`src/rtl/duck_score_keeper.sv`:
```
// Duck-hunt score keeper: edge-detects bird resolution events, tallies hits/escapes, keeps a saturating BCD score and round/game-over state.
// Latency 3+HIT_TENS (hit) or 3+MISS_TENS (escape) cycles from event to idle; events arriving while busy are dropped, not queued.
module duck_score_keeper #(
  parameter int BIRDS_PER_ROUND = 10,
  parameter int HIT_TENS        = 5,
  parameter int MISS_TENS       = 1,
  parameter int MAX_ROUND       = 9
) (
  input  logic       clk,
  input  logic       resetn,
  input  logic       leave,
  input  logic       escape,
  input  logic       is_shot,
  output logic [9:0] birds,
  output logic [3:0] birds_hit,
  output logic [3:0] birds_lost,
  output logic [3:0] round,
  output logic       game_over,
  output logic [3:0] score_tens,
  output logic [3:0] score_hundreds,
  output logic [3:0] score_thousands,
  output logic       round_done,
  output logic       busy
);

  localparam logic [2:0] S_IDLE  = 3'd0;
  localparam logic [2:0] S_TALLY = 3'd1;
  localparam logic [2:0] S_SCORE = 3'd2;
  localparam logic [2:0] S_CHECK = 3'd3;
  localparam logic [2:0] S_OVER  = 3'd4;

  logic [2:0] state;
  logic       leave_q;
  logic       esc_l;
  logic       hit_l;
  logic [3:0] step;
  logic       event_p;
  logic [3:0] slot;
  logic       at_max;
  logic       at_min;
  logic [3:0] nxt_te;
  logic [3:0] nxt_hu;
  logic [3:0] nxt_th;

  assign event_p = leave & ~leave_q;
  assign slot    = birds_hit + birds_lost;
  assign busy    = (state != S_IDLE) && (state != S_OVER);
  assign at_max  = {score_thousands, score_hundreds, score_tens} == 12'h999;
  assign at_min  = {score_thousands, score_hundreds, score_tens} == 12'h000;

  // One BCD step towards the hit/escape direction, clamped at 999 and 000.
  always_comb begin
    nxt_te = score_tens;
    nxt_hu = score_hundreds;
    nxt_th = score_thousands;
    if (hit_l) begin
      if (!at_max) begin
        if (score_tens == 4'd9) begin
          nxt_te = 4'd0;
          if (score_hundreds == 4'd9) begin
            nxt_hu = 4'd0;
            nxt_th = score_thousands + 4'd1;
          end else begin
            nxt_hu = score_hundreds + 4'd1;
          end
        end else begin
          nxt_te = score_tens + 4'd1;
        end
      end
    end else if (!at_min) begin
      if (score_tens == 4'd0) begin
        nxt_te = 4'd9;
        if (score_hundreds == 4'd0) begin
          nxt_hu = 4'd9;
          nxt_th = score_thousands - 4'd1;
        end else begin
          nxt_hu = score_hundreds - 4'd1;
        end
      end else begin
        nxt_te = score_tens - 4'd1;
      end
    end
  end

  always_ff @(posedge clk or negedge resetn) begin
    if (!resetn) begin
      state           <= S_IDLE;
      leave_q         <= 1'b0;
      esc_l           <= 1'b0;
      hit_l           <= 1'b0;
      step            <= 4'd0;
      birds           <= 10'h3FF;
      birds_hit       <= 4'd0;
      birds_lost      <= 4'd0;
      round           <= 4'd0;
      game_over       <= 1'b0;
      score_tens      <= 4'd0;
      score_hundreds  <= 4'd0;
      score_thousands <= 4'd0;
      round_done      <= 1'b0;
    end else begin
      leave_q    <= leave;
      round_done <= 1'b0;
      case (state)
        S_IDLE: begin
          if (event_p && (escape || is_shot)) begin
            esc_l <= escape;
            hit_l <= is_shot & ~escape;
            step  <= escape ? 4'(MISS_TENS) : 4'(HIT_TENS);
            state <= S_TALLY;
          end
        end
        S_TALLY: begin
          if (hit_l) begin
            birds[slot] <= 1'b0;
            birds_hit   <= birds_hit + 4'd1;
          end else if (esc_l) begin
            birds_lost  <= birds_lost + 4'd1;
          end
          state <= S_SCORE;
        end
        S_SCORE: begin
          if (step != 4'd0) begin
            score_tens      <= nxt_te;
            score_hundreds  <= nxt_hu;
            score_thousands <= nxt_th;
            step            <= step - 4'd1;
          end
          // Leaving on the last step keeps the total at 3 + step count.
          if (step <= 4'd1) state <= S_CHECK;
        end
        S_CHECK: begin
          if (slot == 4'(BIRDS_PER_ROUND)) begin
            if (birds_hit >= birds_lost) begin
              birds      <= 10'h3FF;
              birds_hit  <= 4'd0;
              birds_lost <= 4'd0;
              if (round != 4'(MAX_ROUND)) round <= round + 4'd1;
              round_done <= 1'b1;
              state      <= S_IDLE;
            end else begin
              game_over <= 1'b1;
              state     <= S_OVER;
            end
          end else begin
            state <= S_IDLE;
          end
        end
        S_OVER:  state <= S_OVER;
        default: state <= S_IDLE;
      endcase
    end
  end

endmodule

```
`config.mk`:
```
export PLATFORM = sky130hd
export DESIGN_NAME = duck_score_keeper
export DESIGN_NICKNAME = d
export VERILOG_FILES = /design/src/rtl/duck_score_keeper.sv
export SDC_FILE = /design/constraint.sdc
export NUM_CORES = 1
export LEC_CHECK = 0
export ABC_AREA = 1
export CORE_ASPECT_RATIO = 0.7
export CORE_MARGIN = 2
export CORE_UTILIZATION = 35
export DETAILED_ROUTE_END_ITERATION = 16
export SETUP_SLACK_MARGIN = 0.15
export SLEW_MARGIN = 15
export SYNTH_ARGS = -nofsm -noshare
export SYNTH_HDL_FRONTEND = slang
export SYNTH_SLANG_ARGS = --single-unit
```
`constraint.sdc`:
```
create_clock -name clk -period 2.2 [get_ports clk]
set_clock_uncertainty 0.15 [all_clocks]
set_input_delay 0.55 -clock clk [delete_from_list [all_inputs] [get_ports clk]]
set_output_delay 0.55 -clock clk [all_outputs]
set_load 0.005 [all_outputs]
```
Yosys cells after proc, flatten, opt, wreduce, memory -nomap -nowiden
Cells that the tools add are included.
{"block": "totals", "wordCells": 126, "regBits": 46, "out_inout_bits": 37}
{"block": "op_classes", "n_mux": 44, "order_cmp": 4, "n_eq_ne": 22, "n_addsub": 11, "n_reduce_logical": 24, "n_bitwise": 7}
{"operator": "$mux 4", "count": 26}
{"operator": "$mux 10", "count": 3}
{"operator": "$add 4x1->4 const B", "count": 6}
{"operator": "$pmux 4 s2", "count": 3}
{"operator": "$ne 2x2->1 const B", "count": 10}
{"operator": "$pmux 10 s2", "count": 1}
{"operator": "$sub 4x1->4 const B", "count": 4}
{"operator": "$mux 3", "count": 5}
{"operator": "$pmux 3 s5", "count": 1}
{"operator": "$eq 12x12->1 const B", "count": 1}
{"operator": "$eq 4x4->1 const B", "count": 3}
{"operator": "$logic_not 12->1", "count": 1}
{"operator": "$reduce_and 4->1", "count": 3}
{"operator": "$and 10x10->10", "count": 1}
{"operator": "$not 10->10", "count": 1}
{"operator": "$logic_not 4->1", "count": 2}
{"operator": "$reduce_and 8->1", "count": 1}
{"operator": "$reduce_bool 2->1", "count": 4}
{"operator": "$eq 3x2->1 const B", "count": 2}
{"operator": "$reduce_and 3->1", "count": 2}
{"operator": "$reduce_and 6->1", "count": 1}
{"operator": "$lt 4x5->1 const B", "count": 1}
{"operator": "$reduce_and 5->1", "count": 1}
{"operator": "$add 4x4->4", "count": 1}
{"operator": "18 further kinds", "count": 28}

Longest topological paths before layout
Gate-level depths: netlist of run 1.
{"block": "logic_depth", "depth_word": 9, "mapped_depth": 13, "depth_no_buf": 12}

Worst setup path before layout of run 1
OpenSTA, ideal clock, no wires.
{"block": "synth_path", "path_type": "register to register", "startpoint": "register birds_hit[0]", "endpoint": "register birds_hit[2]", "setup_ps": 117, "n_path_buf": 1, "stages_incl_launch_ff": 10, "t_arrival_ps": 1981, "required_ps": 1933, "path_slack_ps": -48, "cell_sequence": "dfrtp_1 > ha_1 > fa_1 > xor2_2 > nand4_4 > nand2_4 > nand2_4 > buf_6 > nand2_1 > nand2_1"}
{"block": "synth_between", "elab_chain_cells": 4, "word_cells_on_any_way": 9, "classes_between": "2 x add/sub; 1 x order compare; 3 x eq/ne; 2 x mux; 1 x reduce/logical"}
{"item": "start: declaration", "line": "15", "source": "output logic [3:0] birds_hit,"}
{"item": "start signal: assignment", "line": "116", "source": "birds_hit <= birds_hit + 4'd1;"}
{"item": "$add 4x4->4", "line": "46", "source": "assign slot = birds_hit + birds_lost;"}
{"item": "$eq 4x4->1", "line": "133", "source": "if (slot == 4'(BIRDS_PER_ROUND)) begin"}
{"item": "$ne 2x2->1 (no line)"}
{"item": "$reduce_and 4->1 (no line)"}
Parallel ways exist; a longest one is shown, timed or not. The select of a mux whose other input is x is not followed.
A chain may end at the register's enable or synchronous reset.

Final worst setup path of run 1
{"block": "layout_path", "startpoint": "register birds_lost[0]", "endpoint": "register birds_hit[0]"}
{"block": "layout_between", "elab_chain_cells": 4, "word_cells_on_any_way": 6, "classes_between": "1 x add/sub; 1 x order compare; 3 x eq/ne; 1 x reduce/logical"}
{"item": "start: declaration", "line": "16", "source": "output logic [3:0] birds_lost,"}
{"item": "start signal: assignment", "line": "118", "source": "birds_lost <= birds_lost + 4'd1;"}
{"item": "$add 4x4->4", "line": "46"}
{"item": "$eq 4x4->1", "line": "133"}
{"item": "$ne 2x2->1 (no line)"}
{"item": "$reduce_and 4->1 (no line) (*)"}
Every way passes the cells marked *; elsewhere a longest branch is shown, timed or not.

==> results of run 1 <==
[cell families after synthesis]
kind of cell               Yosys count
and+or+nand+nor                    230
buffers and inverters               59
AOI/OAI and AO/OA                   39
adders and majority gates           17
DFF                                 46
xor gates and xnor gates            11
[worst max-delay path: cells and delay by family, from the launching register on]
kind,cells,cell delay [ns]
AND/OR/NAND/NOR,6,0.50
buffers and inverters,2,0.25
flip-flops,1,0.38
adder cells (fa/ha/maj),2,0.73
[final cells by class]
type | count | area, um2 | area share, %
multi-input cells | 298 | 1730 | 42.7
flip-flops and latches | 46 | 1170 | 29.0
repair buffers | 63 | 658 | 16.3
inverters | 54 | 209 | 5.17
clock buffers | 8 | 146 | 3.62
well taps | 105 | 131 | 3.25
[cell usage after synthesis (all sizes together) (4+ instances only)]
| cell | n | area share (%) |
|---|---|---|
| ha | 15 | 6.3 |
| nand4 | 23 | 5.3 |
| dfstp | 10 | 8.8 |
| nor2 | 27 | 3.5 |
| o21ai | 23 | 4.0 |
| buf | 4 | 0.88 |
| a21oi | 7 | 1.8 |
| inv | 53 | 6.7 |
| nand3 | 29 | 4.9 |
| nand2 | 147 | 19 |
| xor2 | 9 | 2.9 |
| dfrtp | 36 | 30 |
[per-stage QoR]
stage / setup TNS, ns / total power [W] / area, um2
2_1_floorplan: 0 / 0.00372 / 3000
3_3_place_gp: 0 / 0.00485 / 3620
3_5_place_dp: 0 / 0.00490 / 3620
4_1_cts: 0 / 0.00598 / 3880
5_1_grt: -0.0916 / 0.00681 / 4040
6_report: 0 / 0.00620 / 4040
[routing by layer]
metal / share of wire (%) / up-vias / GRT usage [%] / routed length [um]
met5: 0 / - / 0 / 0
met4: 0.99 / 0 / 4.39 / 74
met3: 4.5 / 8 / 2.84 / 333
met2: 44 / 55 / 24.9 / 3300
met1: 50 / 1316 / 25.6 / 3760
li1: - / 1425 / - / -
[what timing repair did]
action,in CTS,in global routing
gates cloned,1,1
endpoints found under the setup margin,25,50
pin swaps,3,8
resized for setup,14,39
hold endpoints to repair,0,0
buffers inserted,5,3
[sequential cells by signal, indices dropped and copies added, names as in the netlist]
register	count
birds	10
birds_hit	4
birds_lost	4
round	4
score_hundreds	4
score_tens	4
score_thousands	4
step	4
state	3
esc_l	1
game_over	1
hit_l	1
leave_q	1
round_done	1
[power breakdown]
part / leakage, nW / internal, W / total (W) / switching (W)
Combinational: 1.49 / 0.00169 / 0.00388 / 0.00219
Clock: 0.0712 / 0.000454 / 0.000777 / 0.000323
Sequential: 0.563 / 0.00122 / 0.00154 / 0.000319
[worst max-delay path by stage]
| stage | end | cells after the start |
|---|---|---|
| after floorplan | birds_hit[2] | 10 |
| after global routing | birds_hit[3] | 10 |
| after CTS | birds[0] | 9 |
| after global placement | hit_l | 8 |
| after detailed placement | hit_l | 8 |
| final | birds_hit[0] | 10 |
==> flow_summary.json, run 1 <==
{
  "setup_slack_ns": 0.0688,
  "syn-num-nets": 424,
  "grt_max_degree": 33,
  "setup_viol_count_final": 0,
  "hold_path_class": "in2async",
  "gr-total-overflow": 0,
  "finalNonFillerCells": 574,
  "final_common_cell": "nand2_1",
  "r2r_cells": 10,
  "async_reset_ff_share_pct": 100,
  "synth_top_family_by_area": "simple AND/OR/NAND/NOR gates",
  "r2r_slack_ns": 0.07,
  "cts_hold_buf": 0,
  "synthSimpleGateAreaFrac_pct": 34.0,
  "fillerInstances": 805,
  "grtUsageTotal_pct": 16.9,
  "synth-compound-area-share_pct": 8.10,
  "clk_latency_ns": 0.29,
  "dp_hpwl_um": 5200,
  "avgSynthCellArea_um2": 7.42,
  "clock_sinks": 46,
  "crit_arrival_ns": 2.16,
  "worstSetupStartpoint": "birds_lost[0]",
  "cp_slowest_stage_delay_ns": 0.54,
  "antenna_cells": 0,
  "start_util_pct": 35.6,
  "whs_ns": 0.0263,
  "synth_xor_area_share_pct": 3.48,
  "start_kind": "flip-flop",
  "rsz0062_at_grt": "true",
  "hold_violations": 0,
  "power_density_nw_per_um2": 1530,
  "syn_area_um2": 2980,
  "grt_first_pass_wirelength_um": 12400,
  "clock-root-buffer": "clkbuf_16",
  "critPathCaptureType": "flip-flop",
  "final_util_pct": 48.3,
  "ys_seq_area_share_pct": 39.0,
  "worst_slew_pin_slew_ns": 0.611,
  "synth_mux_area_share_pct": 0,
  "layout_common_cells": "nand2_1 (129), inv_1 (47), clkdlybuf4s50_1 (30), dfrtp_1 (29), nand3_1 (27)",
  "period_share_pct": 96.9,
  "clk_pin_slew_ns": 0.06,
  "synthCells": 402,
  "grt_pass1_vias": 2504,
  "place_ws_ns": 0.0575,
  "ant_nets": 0,
  "cts_buffer_depth": 2,
  "numCtsBuffers": 5,
  "final_max_slew_viol_count": 0,
  "place.gp.congestion": 0.872,
  "ys_dominant_reg_cell": "dfrtp_1",
  "critPathKind": "reg2reg",
  "placed_cells": 556,
  "r2r-start": "birds_lost[0]",
  "relSlewSlack_pct": 59.1,
  "layout_min_cycle_time_ns": 2.13,
  "path_cells": "ha_2, fa_2, nand2_1, inv_2, nand4_4, buf_12, nand2_8, nand2_8, nand2_2, nand2_1",
  "synth_seq_cells": 46,
  "cts_tree": "built",
  "detail_route.iter0.violations": 139,
  "layout-drive-gt1-share_pct": 19.2,
  "wl_um": 7460,
  "dr.pass1.iters": 4,
  "slowest_stage": "fa_2",
  "wl_per_cell_um": 13.0,
  "finalNetCount": 490,
  "top_level_ports": 42,
  "drc_errors": 0,
  "dieArea_um2": 9290,
  "vias": 2804,
  "fmax_ghz": 0.469,
  "avgViaCountPerCell": 4.89,
  "ys_warn_count": 0,
  "p_leak_nw": 2.13,
  "yosys.area_share.adder_pct": 7.63,
  "area.growth.synth_to_final_pct": 35.5,
  "path_max_fanout": 7,
  "outcome": "finished clean",
  "die_x_um": 114,
  "r2r_end": "birds_hit[0]",
  "maxCapViolations": 0,
  "die_h_um": 81.2,
  "antenna_found_initial": 0,
  "placementRows": 28,
  "core_area_um2": 8370,
  "cts.htree.levels": 2,
  "portBuffers": 41,
  "vdd_drop_max_mv": 0.530,
  "yosysUniqueCellTypes": 37,
  "synth-edff-count": 0,
  "required_ns": 2.23
}
No activity file was read; power rests on OpenSTA's default activity.
==> run 2: changes to the inputs <==
- CTS_BUF_LIST: not set -> sky130_fd_sc_hd__clkbuf_4 sky130_fd_sc_hd__clkbuf_8 sky130_fd_sc_hd__clkbuf_16
==> run 2 against run 1 <==
Compared with the run above:
- largest power group unchanged
- wire length up 0.80%
- clock power is 3.3% higher
- clock-buffer cell count is the same
- fmax fell by 0.15%
- flip-flop and latch count did not move
- largest cell class unchanged
- via count about the same
- total power rose by 0.54%
==> flow_summary.json, run 2 (same netlist as run 1, synthesis figures left out) <==
{
  "outcome": "finished clean",
  "p_int_w": 0.00340,
  "start_kind": "flip-flop",
  "rsz0062_at_grt": "true",
  "wl_per_cell_um": 13.1,
  "slowest_stage": "fa_2",
  "worstSetupStartpoint": "birds_lost[0]",
  "dieArea_um2": 9290,
  "finalNonFillerCells": 574,
  "dr.pass1.iters": 4,
  "crit_arrival_ns": 2.16,
  "area.growth.synth_to_final_pct": 35.8,
  "path_cells": "ha_2, fa_2, nand2_1, inv_2, nand4_4, buf_12, nand2_8, nand2_8, nand2_2, nand2_1",
  "portBuffers": 41,
  "switchingPower_w": 0.00284,
  "path_max_fanout": 7,
  "final_common_cell": "nand2_1",
  "cts.htree.levels": 2,
  "hold_path_class": "in2async",
  "critPathTopFamily": "adder cells",
  "hold_violations": 0,
  "setup_slack_ns": 0.0657,
  "die_x_um": 114,
  "fmax_ghz": 0.469,
  "place_ws_ns": 0.0575,
  "power_frac_comb_pct": 62.4,
  "grt_pass1_vias": 2504,
  "largest-register": "birds",
  "die_h_um": 81.2,
  "r2r-start": "birds_lost[0]",
  "pwr-share-clk_pct": 12.9,
  "finalNetCount": 490,
  "largest_reg_flops": 10,
  "wl_um": 7520,
  "worst_slew_pin_slew_ns": 0.610,
  "p_seq_share_pct": 24.7,
  "p_leak_nw": 2.13,
  "cts_hold_buf": 0,
  "layout-drive-gt1-share_pct": 19.6,
  "detail_route.iter0.violations": 133,
  "cts_tree": "built",
  "gr-total-overflow": 0,
  "cts_buffer_depth": 2,
  "period_share_pct": 97.0,
  "setup_viol_count_final": 0,
  "final_max_slew_viol_count": 0,
  "final_util_pct": 48.4,
  "grt_first_pass_wirelength_um": 12400,
  "relSlewSlack_pct": 59.2,
  "layout_common_cells": "nand2_1 (129), inv_1 (47), clkdlybuf4s50_1 (30), dfrtp_1 (29), nand3_1 (27)",
  "p_sw_share_pct": 45.5,
  "dp_hpwl_um": 5200,
  "drc_errors": 0,
  "clock-root-buffer": "clkbuf_16",
  "vdd_drop_max_mv": 0.531,
  "grt_max_degree": 33,
  "vias": 2805,
  "ant_nets": 0,
  "numCtsBuffers": 5,
  "clock_sinks": 46,
  "cp_slowest_stage_delay_ns": 0.54,
  "antenna_cells": 0,
  "required_ns": 2.23,
  "maxCapViolations": 0,
  "avgViaCountPerCell": 4.89,
  "antenna_found_initial": 0,
  "critPathKind": "reg2reg",
  "placed_cells": 556,
  "clk_pin_slew_ns": 0.06,
  "place.gp.congestion": 0.872,
  "placed_cell_area_um2": 3620,
  "finalInstanceArea_um2": 4050,
  "critPathCaptureType": "flip-flop",
  "clk_latency_ns": 0.29,
  "placementRows": 28,
  "top_level_ports": 42,
  "grtUsageTotal_pct": 16.9,
  "path_buf_inv": 2,
  "power_density_nw_per_um2": 1540,
  "start_util_pct": 35.6,
  "layout_min_cycle_time_ns": 2.13,
  "core_area_um2": 8370
}
[run 2: cell counts in the layout (fill, tap and decap cells not counted)]
Identical to the previous run, type by type.
[run 2: routing by layer]
metal | track usage (%) | part of all wire, %
met5 | 0 | 0
met4 | 4.39 | 1.0
met3 | 2.84 | 4.1
met2 | 24.9 | 44
met1 | 25.6 | 51
[run 2: layout make-up]
class                   count  area [um2]
clock buffers               8         154
repair buffers             63         658
flip-flops and latches     46        1170
fillers                   807        4320
well taps                 105         131
inverters                  54         209
multi-input cells         298        1730
[run 2: per-stage QoR]
stage / hold slack, ns / power, W / TNS [ns]
2_1_floorplan: 0.104 / 0.00372 / 0
3_5_place_dp: 0.312 / 0.00490 / 0
4_1_cts: 0.0277 / 0.00600 / 0
5_1_grt: 0.0455 / 0.00683 / -0.0916
3_3_place_gp: 0.309 / 0.00485 / 0
6_report: 0.0252 / 0.00624 / 0
[run 2: power groups by stage]
| stage | Clock (W) | Sequential, W | Combinational, W |
|---|---|---|---|
| 2_1_floorplan | 0 | 0.00153 | 0.00218 |
| 3_3_place_gp | 0 | 0.00152 | 0.00333 |
| 3_5_place_dp | 0 | 0.00153 | 0.00338 |
| 4_1_cts | 0.000825 | 0.00152 | 0.00365 |
| 5_1_grt | 0.000852 | 0.00160 | 0.00437 |
| 6_report | 0.000803 | 0.00154 | 0.00389 |
[run 2: worst paths after layout]
| path | depth (start not counted) | end | slack (ns) |
|---|---|---|---|
| min in group clk | 2 | birds[4] | 0.32 |
| min | 1 | step[1] | 0.03 |
| max | 10 | birds_hit[0] | 0.07 |
| max reg2reg | 10 | birds_hit[0] | 0.07 |
| max in group asynchronous | 2 | birds[2] | 1.32 |
| min reg2reg | 2 | birds[4] | 0.32 |
[run 2: timing repair]
item,CTS,global route
pin swaps,3,8
gates cloned,1,1
resized for setup,14,39
endpoints found under the setup margin,25,50
setup buffers,5,3
[run 2: worst reg2reg max path, stage by stage, from the launching register on]
cell and delay (ns):
dfrtp_1 0.38, ha_2 0.20, fa_2 0.54, nand2_1 0.06, inv_2 0.08, nand4_4 0.14, buf_12 0.17, nand2_8 0.11
nand2_8 0.09, nand2_2 0.06, nand2_1 0.05
